## src/rtl/agc_io_pkg.sv

```systemverilog
// Shared definitions for the AGC IO channel responders.
// Holds the channel map, the 15-bit word type and the status/control bit
// positions used by both the decoder and the bench-facing interface.
package agc_io_pkg;

  typedef logic [14:0] word15_t;

  typedef enum logic [2:0] {
    CH_KEYIN   = 3'd0,
    CH_KEYSTAT = 3'd1,
    CH_DSPOUT  = 3'd2,
    CH_LAMPS   = 3'd3,
    CH_TIMER   = 3'd4,
    CH_KEYCTL  = 3'd5
  } chan_e;

  localparam int KEY_W = 5;

  // KEYIN / KEYSTAT status bits
  localparam int ST_NOT_EMPTY = 14;
  localparam int ST_OVERFLOW  = 14;
  localparam int ST_OVERRUN   = 13;

  // KEYCTL write bits
  localparam int KC_CLR_FIFO = 0;
  localparam int KC_CLR_OVF  = 1;
  localparam int KC_CLR_OVR  = 2;

endpackage

```

## src/rtl/agc_dsky_port_if.sv

```systemverilog
// IO channel bus between the core (master) and a channel responder (slave).
// Ports: read select/strobe and combinational read data; write select,
// strobe and data. Names follow the core's IO bus.
interface agc_dsky_port_if;
  import agc_io_pkg::*;

  logic [2:0] IO_read_sel;
  logic       IO_read_en;
  word15_t    IO_read_data;
  logic [2:0] IO_write_sel;
  logic       IO_write_en;
  word15_t    IO_write_data;

  modport master (
    output IO_read_sel, IO_read_en, IO_write_sel, IO_write_en, IO_write_data,
    input  IO_read_data
  );

  modport slave (
    input  IO_read_sel, IO_read_en, IO_write_sel, IO_write_en, IO_write_data,
    output IO_read_data
  );

endinterface

```

## src/rtl/agc_key_fifo.sv

```systemverilog
// Synchronous keystroke FIFO; head/count/full/empty reflect registered state.
// Ports: push/din, pop, clear (wins over push and pop), head, count, full, empty.
// A push while full is accepted only if a pop happens in the same cycle.
module agc_key_fifo #(
  parameter int DEPTH = 8,
  parameter int WIDTH = 5,
  localparam int AW = $clog2(DEPTH)
) (
  input  logic             clk,
  input  logic             rst,
  input  logic             push,
  input  logic [WIDTH-1:0] din,
  input  logic             pop,
  input  logic             clear,
  output logic [WIDTH-1:0] head,
  output logic [AW:0]      count,
  output logic             full,
  output logic             empty
);

  logic [WIDTH-1:0] mem_q [DEPTH];
  logic [WIDTH-1:0] mem_d [DEPTH];
  logic [AW-1:0]    wr_ptr_q, wr_ptr_d;
  logic [AW-1:0]    rd_ptr_q, rd_ptr_d;
  logic [AW:0]      count_q, count_d;
  logic             do_push, do_pop;

  assign empty = (count_q == '0);
  assign full  = (count_q == (AW+1)'(DEPTH));
  assign head  = mem_q[rd_ptr_q];
  assign count = count_q;

  always_comb begin
    do_pop   = pop & ~empty;
    // A full FIFO still takes a push when a pop frees a slot this cycle.
    do_push  = push & (~full | do_pop);
    mem_d    = mem_q;
    wr_ptr_d = wr_ptr_q;
    rd_ptr_d = rd_ptr_q;
    count_d  = count_q;
    if (clear) begin
      wr_ptr_d = '0;
      rd_ptr_d = '0;
      count_d  = '0;
    end else begin
      if (do_push) begin
        mem_d[wr_ptr_q] = din;
        wr_ptr_d        = wr_ptr_q + AW'(1);
      end
      if (do_pop) begin
        rd_ptr_d = rd_ptr_q + AW'(1);
      end
      count_d = count_q + (AW+1)'(do_push) - (AW+1)'(do_pop);
    end
  end

  always_ff @(posedge clk) begin
    if (rst) begin
      mem_q    <= '{default: '0};
      wr_ptr_q <= '0;
      rd_ptr_q <= '0;
      count_q  <= '0;
    end else begin
      mem_q    <= mem_d;
      wr_ptr_q <= wr_ptr_d;
      rd_ptr_q <= rd_ptr_d;
      count_q  <= count_d;
    end
  end

endmodule

```

## src/rtl/agc_dsky_port.sv

```systemverilog
// DSKY IO channel responder: keystroke FIFO, display word, lamps, timer.
// Ports: clock/reset, IO bus (slave modport, combinational read data),
// keyboard strobe/code, display valid/ready/data, lamps, timer_irq.
module agc_dsky_port
  import agc_io_pkg::*;
#(
  parameter int KEY_DEPTH = 8,
  parameter int TICK_DIV  = 100
) (
  input  logic               clock,
  input  logic               reset,
  agc_dsky_port_if.slave     io,
  input  logic               key_strobe,
  input  logic [KEY_W-1:0]   key_code,
  output logic               disp_valid,
  output word15_t            disp_data,
  input  logic               disp_ready,
  output word15_t            lamps,
  output logic               timer_irq
);

  localparam int KAW = $clog2(KEY_DEPTH);
  localparam int PW  = $clog2(TICK_DIV);

  logic             overflow_q, overflow_d;
  logic             overrun_q, overrun_d;
  logic             disp_valid_q, disp_valid_d;
  word15_t          disp_data_q, disp_data_d;
  word15_t          lamps_q, lamps_d;
  word15_t          timer_q, timer_d;
  logic [PW-1:0]    presc_q, presc_d;
  logic             timer_irq_q, timer_irq_d;

  logic             wr_dspout, wr_lamps, wr_timer, wr_keyctl;
  logic             rd_pop, clr_fifo, handshake, presc_wrap;
  logic [KEY_W-1:0] key_head;
  logic [KAW:0]     key_count;
  logic             key_full, key_empty;
  word15_t          rd_data;

  assign wr_dspout  = io.IO_write_en && (io.IO_write_sel == CH_DSPOUT);
  assign wr_lamps   = io.IO_write_en && (io.IO_write_sel == CH_LAMPS);
  assign wr_timer   = io.IO_write_en && (io.IO_write_sel == CH_TIMER);
  assign wr_keyctl  = io.IO_write_en && (io.IO_write_sel == CH_KEYCTL);
  assign rd_pop     = io.IO_read_en && (io.IO_read_sel == CH_KEYIN);
  assign clr_fifo   = wr_keyctl && io.IO_write_data[KC_CLR_FIFO];
  assign handshake  = disp_valid_q && disp_ready;
  assign presc_wrap = (presc_q == PW'(TICK_DIV - 1));

  agc_key_fifo #(
    .DEPTH (KEY_DEPTH),
    .WIDTH (KEY_W)
  ) u_key_fifo (
    .clk   (clock),
    .rst   (reset),
    .push  (key_strobe),
    .din   (key_code),
    .pop   (rd_pop),
    .clear (clr_fifo),
    .head  (key_head),
    .count (key_count),
    .full  (key_full),
    .empty (key_empty)
  );

  always_comb begin
    overflow_d   = overflow_q;
    overrun_d    = overrun_q;
    disp_valid_d = disp_valid_q;
    disp_data_d  = disp_data_q;
    lamps_d      = lamps_q;
    timer_d      = timer_q;
    presc_d      = presc_q;
    timer_irq_d  = 1'b0;

    // Sticky flags: a clear request and a new event in the same cycle
    // leave the flag set, so no event is ever lost.
    if (wr_keyctl && io.IO_write_data[KC_CLR_OVF]) overflow_d = 1'b0;
    if (wr_keyctl && io.IO_write_data[KC_CLR_OVR]) overrun_d  = 1'b0;

    // A full FIFO is never empty, so rd_pop alone means a real pop here.
    if (key_strobe && key_full && !rd_pop && !clr_fifo) overflow_d = 1'b1;

    if (wr_dspout) begin
      disp_data_d  = io.IO_write_data;
      disp_valid_d = 1'b1;
      if (disp_valid_q && !handshake) overrun_d = 1'b1;
    end else if (handshake) begin
      disp_valid_d = 1'b0;
    end

    if (wr_lamps) lamps_d = io.IO_write_data;

    // A load takes priority over a coincident tick and restarts prescaling.
    if (wr_timer) begin
      timer_d = io.IO_write_data;
      presc_d = '0;
    end else if (presc_wrap) begin
      presc_d     = '0;
      timer_d     = timer_q + 15'd1;
      timer_irq_d = (timer_q == '1);
    end else begin
      presc_d = presc_q + PW'(1);
    end
  end

  always_ff @(posedge clock) begin
    if (reset) begin
      overflow_q   <= 1'b0;
      overrun_q    <= 1'b0;
      disp_valid_q <= 1'b0;
      disp_data_q  <= '0;
      lamps_q      <= '0;
      timer_q      <= '0;
      presc_q      <= '0;
      timer_irq_q  <= 1'b0;
    end else begin
      overflow_q   <= overflow_d;
      overrun_q    <= overrun_d;
      disp_valid_q <= disp_valid_d;
      disp_data_q  <= disp_data_d;
      lamps_q      <= lamps_d;
      timer_q      <= timer_d;
      presc_q      <= presc_d;
      timer_irq_q  <= timer_irq_d;
    end
  end

  // Read mux reflects registered state, so a same-cycle write is not visible.
  always_comb begin
    rd_data = '0;
    case (io.IO_read_sel)
      CH_KEYIN: begin
        if (!key_empty) begin
          rd_data[ST_NOT_EMPTY] = 1'b1;
          rd_data[KEY_W-1:0]    = key_head;
        end
      end
      CH_KEYSTAT: begin
        rd_data[ST_OVERFLOW] = overflow_q;
        rd_data[ST_OVERRUN]  = overrun_q;
        rd_data[4:0]         = 5'(key_count);
      end
      CH_DSPOUT: rd_data[0] = disp_valid_q;
      CH_LAMPS:  rd_data    = lamps_q;
      CH_TIMER:  rd_data    = timer_q;
      default:   rd_data    = '0;
    endcase
  end

  assign io.IO_read_data = rd_data;
  assign disp_valid      = disp_valid_q;
  assign disp_data       = disp_data_q;
  assign lamps           = lamps_q;
  assign timer_irq       = timer_irq_q;

endmodule

```

## src/flat_wrapper.sv

```systemverilog
// flat-port wrapper written by rule: the top's interface ports become plain ports
module agc_dsky_port_flat import agc_io_pkg::*;
#(
  parameter int KEY_DEPTH = 8,
  parameter int TICK_DIV  = 100
)
  (clock, reset, key_strobe, key_code, disp_valid, disp_data, disp_ready, lamps, timer_irq, io_IO_read_sel, io_IO_read_en, io_IO_write_sel, io_IO_write_en, io_IO_write_data, io_IO_read_data);
  agc_dsky_port_if io_i ();
  input  logic clock;
  input  logic reset;
  input  logic key_strobe;
  input  logic [KEY_W-1:0] key_code;
  output logic disp_valid;
  output word15_t disp_data;
  input  logic disp_ready;
  output word15_t lamps;
  output logic timer_irq;
  input wire logic [$bits(io_i.IO_read_sel)-1:0] io_IO_read_sel;
  input wire logic [$bits(io_i.IO_read_en)-1:0] io_IO_read_en;
  input wire logic [$bits(io_i.IO_write_sel)-1:0] io_IO_write_sel;
  input wire logic [$bits(io_i.IO_write_en)-1:0] io_IO_write_en;
  input wire logic [$bits(io_i.IO_write_data)-1:0] io_IO_write_data;
  output wire logic [$bits(io_i.IO_read_data)-1:0] io_IO_read_data;
  assign io_i.IO_read_sel = io_IO_read_sel;
  assign io_i.IO_read_en = io_IO_read_en;
  assign io_i.IO_write_sel = io_IO_write_sel;
  assign io_i.IO_write_en = io_IO_write_en;
  assign io_i.IO_write_data = io_IO_write_data;
  assign io_IO_read_data = io_i.IO_read_data;
  agc_dsky_port #(.KEY_DEPTH(KEY_DEPTH), .TICK_DIV(TICK_DIV)) u_core (.clock(clock), .reset(reset), .io(io_i), .key_strobe(key_strobe), .key_code(key_code), .disp_valid(disp_valid), .disp_data(disp_data), .disp_ready(disp_ready), .lamps(lamps), .timer_irq(timer_irq));
endmodule
```

## config.mk

```make
export PLATFORM = sky130hd
export DESIGN_NAME = agc_dsky_port_flat
export DESIGN_NICKNAME = d
export VERILOG_FILES = /design/src/rtl/agc_io_pkg.sv /design/src/rtl/agc_dsky_port_if.sv /design/src/rtl/agc_key_fifo.sv /design/src/rtl/agc_dsky_port.sv /design/src/flat_wrapper.sv
export SDC_FILE = /design/constraint.sdc
export NUM_CORES = 1
export LEC_CHECK = 0
export ABC_CLOCK_PERIOD_IN_PS = 3340
export BUFFER_PORTS_ARGS = -buffer_cell sky130_fd_sc_hd__buf_2
export CAP_MARGIN = 10
export CORE_MARGIN = 3
export CORE_UTILIZATION = 36
export DETAILED_ROUTE_END_ITERATION = 8
export PLACE_DENSITY = 0.65
export SETUP_SLACK_MARGIN = 0.3
export SKIP_CTS_REPAIR_TIMING = 1
export SLEW_MARGIN = 0
export SYNTH_ARGS = -nofsm -noshare
export SYNTH_HDL_FRONTEND = slang
export SYNTH_SLANG_ARGS = --single-unit
```

## constraint.sdc

```tcl
create_clock -name clock -period 3.34 [get_ports clock]
set_clock_uncertainty 0.05 [all_clocks]
set_input_delay 0.167 -clock clock [delete_from_list [all_inputs] [get_ports clock]]
set_output_delay 0.167 -clock clock [all_outputs]
set_load 0.1 [all_outputs]
```

==> key figures, run 1 <==
Status
  • Status: finished clean

Detailed routing
  • Iteration-0 DRC Markers: 250
  • Antenna-violating nets left: 0
  • DR DRC count: 0
  • DR vias/cell: 5.31
  • Initial DRT Pass Iterations: 4
  • Drt wl/cell: 16.6 µm
  • Vias: a little over 4k
  • DRT Wirelength: 13.0 mm

STA
  • RSZ-0062 raised after global routing: false
  • Hold Vio Cnt, Final: 0
  • Max Freq: between 300 and 400 MHz
  • Final min period: approximately 2.8 ns
  • Slew HR: 0.282
  • Fin. max-slew vios: 0
  • Final Cycle Share: 0.830
  • Slew @ Worst Pin: 1.07 ns
  • Total Neg Setup Slack: 0 ns
  • Final setup fails: 0

Clocking
  • # H-tree levels: 3
  • Clock slew seen by the registers of the worst setup and hold paths: around 0.070 ns
  • TritonCTS buffer count: 9
  • Number of clock sinks: 106
  • Clock root cell: clkbuf_16
  • Worst-Skew Late Latency: ~0.34 ns
  • Clk buf depth: 2
  • CTS tree: built

Die
  • Die Ht: between 100 and 150 µm
  • Die X: around 120 µm
  • Row count: 41
  • Initial core utilization: 0.375
  • I/O pin total: 79
  • Core area: around 13000 µm²
  • Die area: around 15000 µm²

Global routing
  • Largest net degree at the start of global routing: 53
  • Vias in the first global route: 4093
  • Total GRT Usage: 0.177
  • Initial antenna violation count: 0
  • Global route overflow: 0
  • First-pass GRT wire length: 20.9 mm

Logic synthesis
  • Post-synthesis mux area share: 0.138
  • Main synth FF type: dfxtp_1
  • Number of synthesized flops with an enable pin: 0
  • Compound-gate portion of the synthesized area: 0.129
  • Synth Instances: 543
  • Post-Synth Adder-Cell Area: 0.0301
  • Mapped Area: 4830 µm²
  • Largest family of logic cells by synthesized area: simple AND/OR/NAND/NOR gates
  • Syn_area_per_cell: about 8.9 µm²
  • Warnings, synthesis: 0
  • Yosys reg bits: 106
  • Synth Net Count: 586
  • Post-Synth Simple-Gate Area: 0.194
  • Async SR Flop Fraction: 0
  • Post-synthesis sequential area ratio: 0.439
  • Distinct cells, synth: 48
  • Xor-xnor portion of the synthesized cell area: 0.0326

Job
  • Max cap viols: 0

Critical path
  • CP required: 3.51 ns
  • Kind of critical path: flip-flop to flip-flop
  • Endpoint class of the critical path: flip-flop
  • Startpoint types: flip-flop
  • Max Fanout on Critical Path: 11
  • CP arrival: between 2 and 3 ns

Final layout
  • N_diodes: 0
  • Share of layout cells above drive strength 1: 0.185
  • Commonest non-fill, non-tap cell in the layout: nand2_1
  • Fin nets: 649
  • Final Non-Filler Cells: 782
  • Area Growth Syn to Fin: 17.3%
  • Commonest non-fill, non-tap cells in the layout: nand2_1, dfxtp_1, buf_2

Placed design
  • Routability congestion estimate: 0.813
  • Post-DP HPWL: around 9.5 mm
  • Dpl cells: 767
  • # port buffers: slightly below 80

Power
  • Max rail drop VDD: 410 µV
  • Leakage: 2.38 nW
  • PD cells: 537 nW/µm²

Worst hold path
  • HP Class: input pin to flip-flop
[area by class of cell]
cell class	count	area, µm²
inverter	15	56.3
multi-input combinational	390	2530
clock buffer	10	229
sequential	106	2120
timing repair buffer	84	435
tap	172	215
fill	1262	7210
clock inverter	5	78.8
[power by group]
| part | leakage, nW | total [mW] | internal, mW | switching (mW) |
|---|---|---|---|---|
| Clock | 0.153 | 1.12 | 0.654 | 0.468 |
| Sequential | 0.859 | 1.39 | 1.33 | 0.0613 |
| Combinational | 1.37 | 0.531 | 0.188 | 0.343 |
| Total | 2.38 | 3.04 | 2.17 | 0.872 |
[logic make-up (layout without fill, tap and decap cells)]
logic type                 Yosys count  in the layout
and+or+nand+nor                    205            205
DFF                                106            106
AOI/OAI and AO/OA                  102            102
muxes                               54             54
buffers and inverters               47            114
xor gates and xnor gates            18             18
adders and majority gates           11             11
[worst max-delay path, cell delays in order (launching register included)]
cell     delay, ns
dfxtp_1       0.32
inv_1         0.10
ha_1          0.15
or3b_2        0.46
a32o_2        0.31
inv_1         0.13
ha_1          0.24
inv_1         0.06
ha_1          0.17
inv_1         0.06
fa_1          0.37
xor2_1        0.17
nor2_1        0.05
[sequential cells by signal, summed over array words and instances, names as in the netlist]
signal and count:
u_core.u_key_fifo.mem_q 40, u_core.disp_data 15, u_core.lamps 15, u_core.timer_q 15, u_core.presc_q 7, u_core.u_key_fifo.count 4, u_core.u_key_fifo.rd_ptr_q 3, u_core.u_key_fifo.wr_ptr_q 3
u_core.disp_valid 1, u_core.overflow_q 1, u_core.overrun_q 1, u_core.timer_irq 1
[per-layer routing]
| metal | track usage | part of all wire | wire length, µm |
|---|---|---|---|
| met1 | 0.217 | 0.41 | 5300 |
| met2 | 0.319 | 0.51 | 6610 |
| met3 | 0.0409 | 0.066 | 860 |
| met4 | 0.0364 | 0.016 | 212 |
| met5 | 0 | 0 | 0 |
[synthesized netlist by cell type (all sizes together) (7+ instances only)]
cell,n,area (µm²)
o21ai,23,115
nand2,122,458
nand4,7,43.8
nor2b,7,43.8
clkbuf,28,105
nor2,23,86.3
a21oi,43,215
nand3,11,55.1
ha,10,125
inv,15,56.3
mux4,10,225
mux2i,43,430
a22o,8,70.1
dfxtp,106,2120
xnor2,13,114
[stage by stage]
stage / total power [mW] / utilization / hold slack [ns] / setup WS, ns / instance area, µm²
after CTS: 3.06 / 0.440 / 0.0198 / 0.506 / 5670
after global placement: 1.92 / 0.416 / 0.372 / 0.660 / 5360
after global routing: 3.17 / 0.440 / 0.0317 / 0.369 / 5670
final: 3.04 / 0.440 / 0.0274 / 0.567 / 5670
after detailed placement: 1.94 / 0.416 / 0.384 / 0.503 / 5360
after floorplan: 1.81 / - / 0.253 / 0.438 / 4830
[worst paths after layout]
kind,from,endpoint,slack (ns),cells past startpoint
worst max-delay path,u_core.u_key_fifo.count[2]$_SDFF_PP0_,u_core.u_key_fifo.count[2]$_SDFF_PP0_,0.57,12
worst min-delay path,io_IO_write_data[4],u_core.lamps[4]$_SDFFE_PP0P_,0.03,3
worst max register to register,u_core.u_key_fifo.count[2]$_SDFF_PP0_,u_core.u_key_fifo.count[2]$_SDFF_PP0_,0.57,12
worst min register to register,u_core.presc_q[0]$_SDFF_PP0_,u_core.presc_q[0]$_SDFF_PP0_,0.39,1
Power figures use the tool's default switching activity.
==> run 2: changes to the inputs <==
Settings changed: ABC_CLOCK_PERIOD_IN_PS 3340 to 2400, PLACE_DENSITY 0.65 to 0.67.
Clock period 3.34 ns to 2.4 ns, I/O delays scaled along.
==> run 2 against run 1 <==
  * The run now ends with negative hold slack left
  * Die area stayed put
  * Utilization is 3.9 points higher
  * Count of clock-buffer cells in the layout is 1 lower
  * Register-to-register slack worse by 0.50 ns
  * Worst hold slack worse by 0.041 ns
  * Final cell count is 3.3% higher
  * Final area is 8.9% higher
  * Combinational power is 73% higher
  * Wire length is 2.6% higher
  * Critical path type unchanged
  * Critical endpoint is now u_core.u_key_fifo.count[1]$_SDFF_PP0_
  * Largest power group unchanged
==> key figures, run 2 (synthesis results as in run 1) <==
Status
  • Status: complete, but fails checks
  • Failing checks: negative hold slack

Worst hold path
  • HP Class: input pin to flip-flop

Clocking
  • Clock slew seen by the registers of the worst setup and hold paths: 0.07 ns
  • # H-tree levels: 3
  • Clock root cell: clkbuf_16
  • TritonCTS buffer count: 9
  • Number of clock sinks: 106
  • Worst-Skew Late Latency: 0.35 ns
  • CTS tree: built
  • Clk buf depth: 2

Global routing
  • Largest net degree at the start of global routing: 35
  • Initial antenna violation count: 0
  • First-pass GRT wire length: 20.6 mm
  • Vias in the first global route: 4080
  • Global route overflow: 0
  • Total GRT Usage: 0.174

STA
  • Hold Vio Cnt, Final: 7
  • RSZ-0062 raised after global routing: true
  • Hold_ws: -0.0132 ns
  • Final min period: 2.33 ns
  • Slew HR: 0.534
  • Final Cycle Share: 0.972
  • Final setup fails: 0
  • Fin. max-slew vios: 0
  • Slew @ Worst Pin: 0.697 ns
  • Total Neg Setup Slack: 0 ns
  • Max Freq: 429 MHz

Detailed routing
  • Iteration-0 DRC Markers: 271
  • Vias: around 4.4k
  • DR DRC count: 0
  • DR vias/cell: 5.40
  • Drt wl/cell: around 16 µm
  • Met2 wire length: around 6.8 mm
  • DRT Wirelength: about 13 mm
  • Highest metal used: met4
  • Initial DRT Pass Iterations: 4
  • Met3 routed wirelength: 668 µm
  • Wl on met1: approximately 5.7 mm
  • Antenna-violating nets left: 0

Die
  • Die area: ~15000 µm²
  • Die Ht: 122 µm
  • I/O pin total: 79
  • Row count: 41
  • Core area: 12900 µm²
  • Die X: 122 µm
  • Initial core utilization: 0.375

Final layout
  • N_diodes: 0
  • Fin nets: around 680
  • Final Non-Filler Cells: 808
  • Max FFs per register: 40
  • Area Growth Syn to Fin: 27.8%
  • Commonest non-fill, non-tap cell in the layout: nand2_1
  • Largest Register: u_core.u_key_fifo.mem_q
  • Share of layout cells above drive strength 1: 0.274
  • Commonest non-fill, non-tap cells in the layout: nand2_1, dfxtp_1, buf_2

Power
  • Total chip power: 4.38 mW
  • Max rail drop VDD: around 440 µV
  • PD cells: a little over 700 nW/µm²
  • Leakage: 2.56 nW

Placed design
  • # port buffers: 78
  • Post-DP HPWL: 9.52 mm
  • Routability congestion estimate: 0.822
  • Dpl cells: 780

Critical path
  • Kind of critical path: flip-flop to flip-flop
  • CP required: 2.58 ns
  • Startpoint types: flip-flop
  • Endpoint class of the critical path: flip-flop
  • Max Fanout on Critical Path: 3
  • CP arrival: approximately 2.5 ns

Job
  • Max cap viols: 0
[run 2: cell types whose count changed in the layout (fill, tap and decap cells not counted), moves of 4 or more]
cell and delta:
buf_12 +7, buf_2 -6, buf_4 +16, dfxtp_1 -7
dfxtp_2 +4, ha_1 -5, ha_4 +5, inv_1 -6
[run 2: per-layer routing]
layer,GRT usage,up-vias
met5,0,-
met4,0.0476,0
met3,0.0325,18
met2,0.302,116
met1,0.222,2145
li1,-,2085
[run 2: area by class of cell]
class                   count  area, µm²
clock buffers               9        225
clock inverters             6       76.3
fillers                  1191       6710
inverters                  15       63.8
multi-input cells         390       2670
flip-flops and latches    106       2140
well taps                 172        215
repair buffers            110        785
[run 2: worst max-delay path: stages (launching register included)]
cell     delay [ns]
dfxtp_2        0.34
inv_4          0.08
ha_4           0.12
or3b_4         0.37
a32o_2         0.25
inv_4          0.07
ha_4           0.19
inv_2          0.06
ha_4           0.13
inv_2          0.03
fa_2           0.50
nor2_1         0.04
[run 2: path summary, 6_finish.rpt]
check                                                            from                                     to  slack (ns)  cells after the start
worst max register to register  u_core.u_key_fifo.count[2]$_SDFF_PP0_  u_core.u_key_fifo.count[1]$_SDFF_PP0_        0.07                     11
worst min register to register           u_core.presc_q[0]$_SDFF_PP0_           u_core.presc_q[0]$_SDFF_PP0_        0.39                      1
worst min-delay path                             io_IO_write_data[14]          u_core.lamps[14]$_SDFFE_PP0P_       -0.01                      3
worst max-delay path            u_core.u_key_fifo.count[2]$_SDFF_PP0_  u_core.u_key_fifo.count[1]$_SDFF_PP0_        0.07                     11
[run 2: per-stage QoR]
stage	utilization	setup WS [ns]	cell area (µm²)
after floorplan	-	0.00113	4930
after global placement	0.431	0.0594	5540
after detailed placement	0.431	0.0202	5540
after CTS	0.454	-0.0988	5850
after global routing	0.479	0.00380	6170
final	0.479	0.0664	6170
[run 2: where the power goes]
part           leakage [nW]  switching, mW  total, mW  internal [mW]
Combinational          1.55          0.531      0.916          0.385
Sequential            0.863         0.0921       1.94           1.85
Clock                 0.148          0.694       1.51          0.821
Total                  2.56           1.32       4.38           3.06
